File: src/rtl/cache_lru_fill_sched.sv
// cache_lru_fill_sched: buffers line fills, shares cache_lru between fills and accesses; optional CACHE_LRU_FILL_SCHED_STATS_EN counters
module cache_lru_fill_sched #(
  parameter int NUM_SETS        = 64,
  parameter int NUM_WAYS        = 4,
  parameter int TAG_WIDTH       = 20,
  parameter int FIFO_DEPTH      = 4,
  parameter int MAX_FILL_BURST  = 4,
  parameter int SET_INDEX_WIDTH = $clog2(NUM_SETS),
  parameter int WAY_INDEX_WIDTH = $clog2(NUM_WAYS),
  parameter int CNT_WIDTH       = $clog2(FIFO_DEPTH) + 1
) (
  input  logic                       clk,
  input  logic                       reset,
  input  logic                       fill_req_valid,
  input  logic [SET_INDEX_WIDTH-1:0] fill_req_set,
  input  logic [TAG_WIDTH-1:0]       fill_req_tag,
  output logic                       fill_req_ready,
  input  logic                       acc_req,
  input  logic [SET_INDEX_WIDTH-1:0] acc_set,
  output logic                       acc_grant,
  output logic                       lru_fill_en,
  output logic [SET_INDEX_WIDTH-1:0] lru_fill_set,
  input  logic [WAY_INDEX_WIDTH-1:0] lru_fill_way,
  output logic                       lru_access_en,
  output logic [SET_INDEX_WIDTH-1:0] lru_access_set,
  output logic                       tag_wr_en,
  output logic [SET_INDEX_WIDTH-1:0] tag_wr_set,
  output logic [WAY_INDEX_WIDTH-1:0] tag_wr_way,
  output logic [TAG_WIDTH-1:0]       tag_wr_tag,
  output logic [CNT_WIDTH-1:0]       fills_pending
`ifdef CACHE_LRU_FILL_SCHED_STATS_EN
  ,
  output logic [31:0]                fill_count,
  output logic [31:0]                preempt_count
`endif
);
  localparam int PW = $clog2(FIFO_DEPTH);
  localparam int SW = $clog2(MAX_FILL_BURST + 1);
  localparam logic [PW-1:0] P1 = PW'(1);
  localparam logic [SW-1:0] S1 = SW'(1);
  logic [SET_INDEX_WIDTH-1:0] set_mem [FIFO_DEPTH];
  logic [TAG_WIDTH-1:0]       tag_mem [FIFO_DEPTH];
  logic [PW-1:0]              rd_q, wr_q;
  logic [CNT_WIDTH-1:0]       cnt_q;
  logic [SW-1:0]              starve_q;
  logic                       v_q;
  logic [SET_INDEX_WIDTH-1:0] set_q;
  logic [TAG_WIDTH-1:0]       tag_q;
  logic                       full, empty, starved, push, pop, denied;
  assign full    = cnt_q == CNT_WIDTH'(FIFO_DEPTH);
  assign empty   = cnt_q == '0;
  assign starved = acc_req && starve_q == SW'(MAX_FILL_BURST);
  // Outputs toward cache_lru are held quiet during reset so discarded fills never touch LRU state
  assign pop     = !reset && !empty && !starved;
  assign push    = fill_req_valid && !full;
  assign acc_grant = !reset && !pop && acc_req;
  assign denied  = acc_req && !acc_grant;
  assign fill_req_ready = !full;
  assign lru_fill_en    = pop;
  assign lru_fill_set   = pop ? set_mem[rd_q] : '0;
  assign lru_access_en  = acc_grant;
  assign lru_access_set = acc_grant ? acc_set : '0;
  assign tag_wr_en      = v_q;
  assign tag_wr_set     = set_q;
  assign tag_wr_tag     = tag_q;
  assign tag_wr_way     = v_q ? lru_fill_way : '0;
  assign fills_pending  = cnt_q;
  always_ff @(posedge clk) begin
    if (push) begin
      set_mem[wr_q] <= fill_req_set;
      tag_mem[wr_q] <= fill_req_tag;
    end
  end
  always_ff @(posedge clk) begin
    if (reset) begin
      rd_q     <= '0;
      wr_q     <= '0;
      cnt_q    <= '0;
      starve_q <= '0;
      v_q      <= 1'b0;
      set_q    <= '0;
      tag_q    <= '0;
    end else begin
      wr_q     <= push ? wr_q + P1 : wr_q;
      rd_q     <= pop ? rd_q + P1 : rd_q;
      cnt_q    <= cnt_q + CNT_WIDTH'(push) - CNT_WIDTH'(pop);
      starve_q <= denied ? (starved ? starve_q : starve_q + S1) : '0;
      v_q      <= pop;
      set_q    <= lru_fill_set;
      tag_q    <= pop ? tag_mem[rd_q] : '0;
    end
  end
`ifdef CACHE_LRU_FILL_SCHED_STATS_EN
  always_ff @(posedge clk) begin
    if (reset) begin
      fill_count    <= '0;
      preempt_count <= '0;
    end else begin
      fill_count    <= fill_count + 32'(pop);
      preempt_count <= preempt_count + 32'(denied);
    end
  end
`endif
endmodule
File: config.mk
export PLATFORM = sky130hd
export DESIGN_NAME = cache_lru_fill_sched
export DESIGN_NICKNAME = d
export VERILOG_FILES = /design/src/rtl/cache_lru_fill_sched.sv
export SDC_FILE = /design/constraint.sdc
export NUM_CORES = 1
export LEC_CHECK = 0
export BUFFER_PORTS_ARGS = -buffer_cell sky130_fd_sc_hd__buf_4
export CORE_AREA = 5 5 138 107
export CTS_CLUSTER_SIZE = 24
export DETAILED_ROUTE_END_ITERATION = 16
export DIE_AREA = 0 0 143 112
export HOLD_SLACK_MARGIN = 0.05
export PLACE_DENSITY = 0.56
export SYNTH_ARGS = -nofsm -noshare
export SYNTH_HDL_FRONTEND = slang
export SYNTH_SLANG_ARGS = --single-unit
File: constraint.sdc
create_clock -name clk -period 7.2 [get_ports clk]
set_clock_uncertainty 0.2 [all_clocks]
set_input_delay 0 -clock clk [delete_from_list [all_inputs] [get_ports clk]]
set_output_delay 0 -clock clk [all_outputs]
set_load 0.02 [all_outputs]
==> reports/qor.yml <==
logic_synthesis:
  synth.top_cell.area_share: 0.591
  syn_nets: 326
  synth.top_cells.by_count: "edfxtp_1 (104), dfxtp_1 (39), nor2b_1 (31)"
  synth_area_sq_um: 5280
  synth_ff_type: "edfxtp_1"
  async_flop_share: 0
  yosys_warnings: 0
  synth_most_common_cell: "edfxtp_1"
  ys_seq_area_frac: 0.739
  yosys.area.top_type: "edfxtp_1"
  synth.avg_cell_area_sq_um: 18.9
  ys_ff_latch: 143
  synth_edf_count: 104
  synth_cell_type_count: 33
  yosys-top-cells-area: "edfxtp_1 (59%), dfxtp_1 (15%), mux4_2 (6.8%)"
  syn_inst: 279
worst_setup_path:
  cp.arrival_ns: 3.28
  path_class: "reg2reg"
  critPathRequiredTime_ns: 7.30
  cp-end-kind: "register"
  r2r_slack_ns: 4.02
  r2r_end: "fills_pending[2]$_SDFF_PP0_"
  start_kind: "register"
  critPathMaxFanout: 34
  r2r_cells: 12
  reg2reg_from: "starve_q[0]$_SDFFE_PP0N_"
floorplan:
  core.rowCount: 37
  die_width_microns: 143
  ios: 86
  fp.coreArea_sq_um: 13400
  initial_utilization: 0.395
  die_area_sq_um: 16000
  fp.dieH_microns: 112
timing:
  min_period_over_period: 0.442
  period_minus_slack_ns: 3.18
  rsz0062_at_grt: "no"
  relSlewSlack: 0.337
  setup_viol: 0
  final_max_slew_viol_count: 0
  final_hold_viol_count: 0
  final.setup.tns_ns: 0
  worst_slew_pin_slew_ns: 0.993
  fmax_ghz: 0.314
  setup_ws_ns: 4.02
clock_network:
  cts_tree: "built"
  clk_latency_ns: 0.41
  h-tree-depth: 4
  postCtsSetupRepairBufs: 0
  cts_inserted_buffers: 17
  cts_resized: 0
  hold_buffers: 30
  clkTransAtPathRegs_ns: 0.06
  clkSinkCount: 143
  cts_root_buffer: "clkbuf_16"
  cts.path.max_buffers: 2
finish:
  syn2layout_area_growth_pct: 31.3
  nets: 446
  multiInputGateArea_sq_um: 1240
  diodes: 0
  drive_gt1_frac: 0.350
  register_area_sq_um: 3910
  fillers: 1098
drt:
  routedWlPerCell_microns: 16.1
  highest_layer: "met4"
  dr_wl_met2_microns: 4510
  wl_met3_microns: 579
  dr.first_iter.drc_count: 115
  drc: 0
  wirelength_microns: 9420
  wl_met1_microns: 4250
  viasPerCell: 4.59
  dr.pass1.iters: 4
  drtAntennaViolNets: 0
  via_count: 2692
worst_hold_path:
  hold_path.class: "in2out"
  hp-start: "acc_set[0]"
  hold_path_end: "lru_access_set[0]"
  hold_depth: 3
place:
  hpwlAfterDp_microns: 5740
  pre_cts_ws_ns: 3.98
  port_buffers: 85
  routabilityCongestion: 0.669
global_route:
  grt_start_max_net_pins: 35
  grt_pass1_vias: 2830
  grt_first_pass_wirelength_microns: 14800
  antenna_found_initial: 0
  overflow: 0
  grtUsageTotal: 0.125
status:
  status: "complete, no violations"
flow_run:
  drv_cap: 0
pwr:
  ir_drop_mv: 0.168
  power.density_nw_per_um2: 371
  power.leakage_uw: 0.00257
## through the flow
step	cell area (sq um)	utilization	hold WS (ns)	instances	total power, uW
final	6940	0.519	0.105	587	2580
after global routing	6940	0.519	0.122	587	2710
after CTS	6940	0.519	0.106	587	2610
after detailed placement	6040	0.452	0.00477	525	1740
after global placement	6040	0.452	0.00322	525	1730
after floorplan	5280	-	-0.101	279	1540
## sequential cells by signal, summed over array words and instances, names as in the netlist, named ones only
name           count
tag_wr_set         6
rd_q               2
set_mem           24
starve_q           3
tag_mem           80
tag_wr_en          1
wr_q               2
tag_wr_tag        20
fills_pending      3
## routing by layer
layer | track usage | vias up
met1 | 0.160 | 1312
met2 | 0.198 | 75
met4 | 0.0399 | 0
met5 | 0 | -
met3 | 0.0472 | 7
li1 | - | 1298
## kinds of logic (layout without fill, tap and decap cells)
kind of cell / after synthesis / count (layout) / share of synthesized area
buf+inv: 24 / 157 / 0.0268
simple gates: 65 / 65 / 0.0774
mux: 27 / 27 / 0.120
flops: 143 / 143 / 0.739
compound gates: 8 / 8 / 0.00923
xor+xnor: 3 / 3 / 0.00497
fa+ha+maj: 9 / 9 / 0.0227
## worst max-delay path by stage
stage,to,from,slack (ns)
2_1_floorplan,fills_pending[2]$_SDFF_PP0_,starve_q[0]$_SDFFE_PP0N_,4.32
3_3_place_gp,fills_pending[2]$_SDFF_PP0_,starve_q[0]$_SDFFE_PP0N_,4.05
3_5_place_dp,fills_pending[2]$_SDFF_PP0_,starve_q[0]$_SDFFE_PP0N_,3.98
4_1_cts,fills_pending[2]$_SDFF_PP0_,starve_q[0]$_SDFFE_PP0N_,3.97
5_1_grt,fills_pending[2]$_SDFF_PP0_,starve_q[0]$_SDFFE_PP0N_,3.79
6_report,fills_pending[2]$_SDFF_PP0_,starve_q[0]$_SDFFE_PP0N_,4.02
## critical path, stage by stage, from the launching register on
cell and delay (ns):
dfxtp_1 0.35, inv_1 0.05, ha_1 0.20, and3_1 0.19, or3_2 0.78, inv_1 0.19, ha_1 0.15, inv_1 0.04
ha_1 0.18, fa_1 0.38, xnor2_1 0.17, xnor2_1 0.13, nor2_1 0.05
## layout make-up
class                      count  share of cell area
sequential                   143               0.563
multi-input combinational    112               0.179
timing repair buffer         115               0.135
clock buffer                  20              0.0658
tap                          175              0.0316
clock inverter                12              0.0197
inverter                      10             0.00541
## power by group
part           internal [uW]  total [uW]  switching, uW
Sequential              1010        1110           99.1
Combinational            331         610            280
Clock                    529         854            325
Total                   1870        2580            704
## cell usage in the layout, fill, tap and decap left out, types with 2 or more instances in the layout
| cell type | Yosys | routed |
|---|---|---|
| ha_1 | 8 | 8 |
| inv_1 | 10 | 10 |
| xnor2_1 | 3 | 3 |
| and2_1 | 8 | 8 |
| nor2_1 | 2 | 2 |
| nand2_1 | 2 | 2 |
| nor3_1 | 4 | 4 |
| bufinv_16 | 0 | 2 |
| edfxtp_1 | 104 | 104 |
| or3_2 | 1 | 2 |
| clkbuf_16 | 0 | 17 |
| dfxtp_1 | 39 | 38 |
| and3_2 | 0 | 4 |
| mux4_2 | 16 | 16 |
| a21o_1 | 2 | 2 |
| nor2b_4 | 2 | 2 |
| clkbuf_8 | 1 | 2 |
| clkinv_4 | 0 | 2 |
| nor2b_1 | 31 | 31 |
| dlygate4sd3_1 | 0 | 30 |
| clkinvlp_4 | 0 | 6 |
| buf_4 | 2 | 85 |
| nand3_1 | 4 | 4 |
| a21oi_1 | 4 | 4 |
| mux4_1 | 10 | 10 |
No activity file was read; power rests on OpenSTA's default activity.
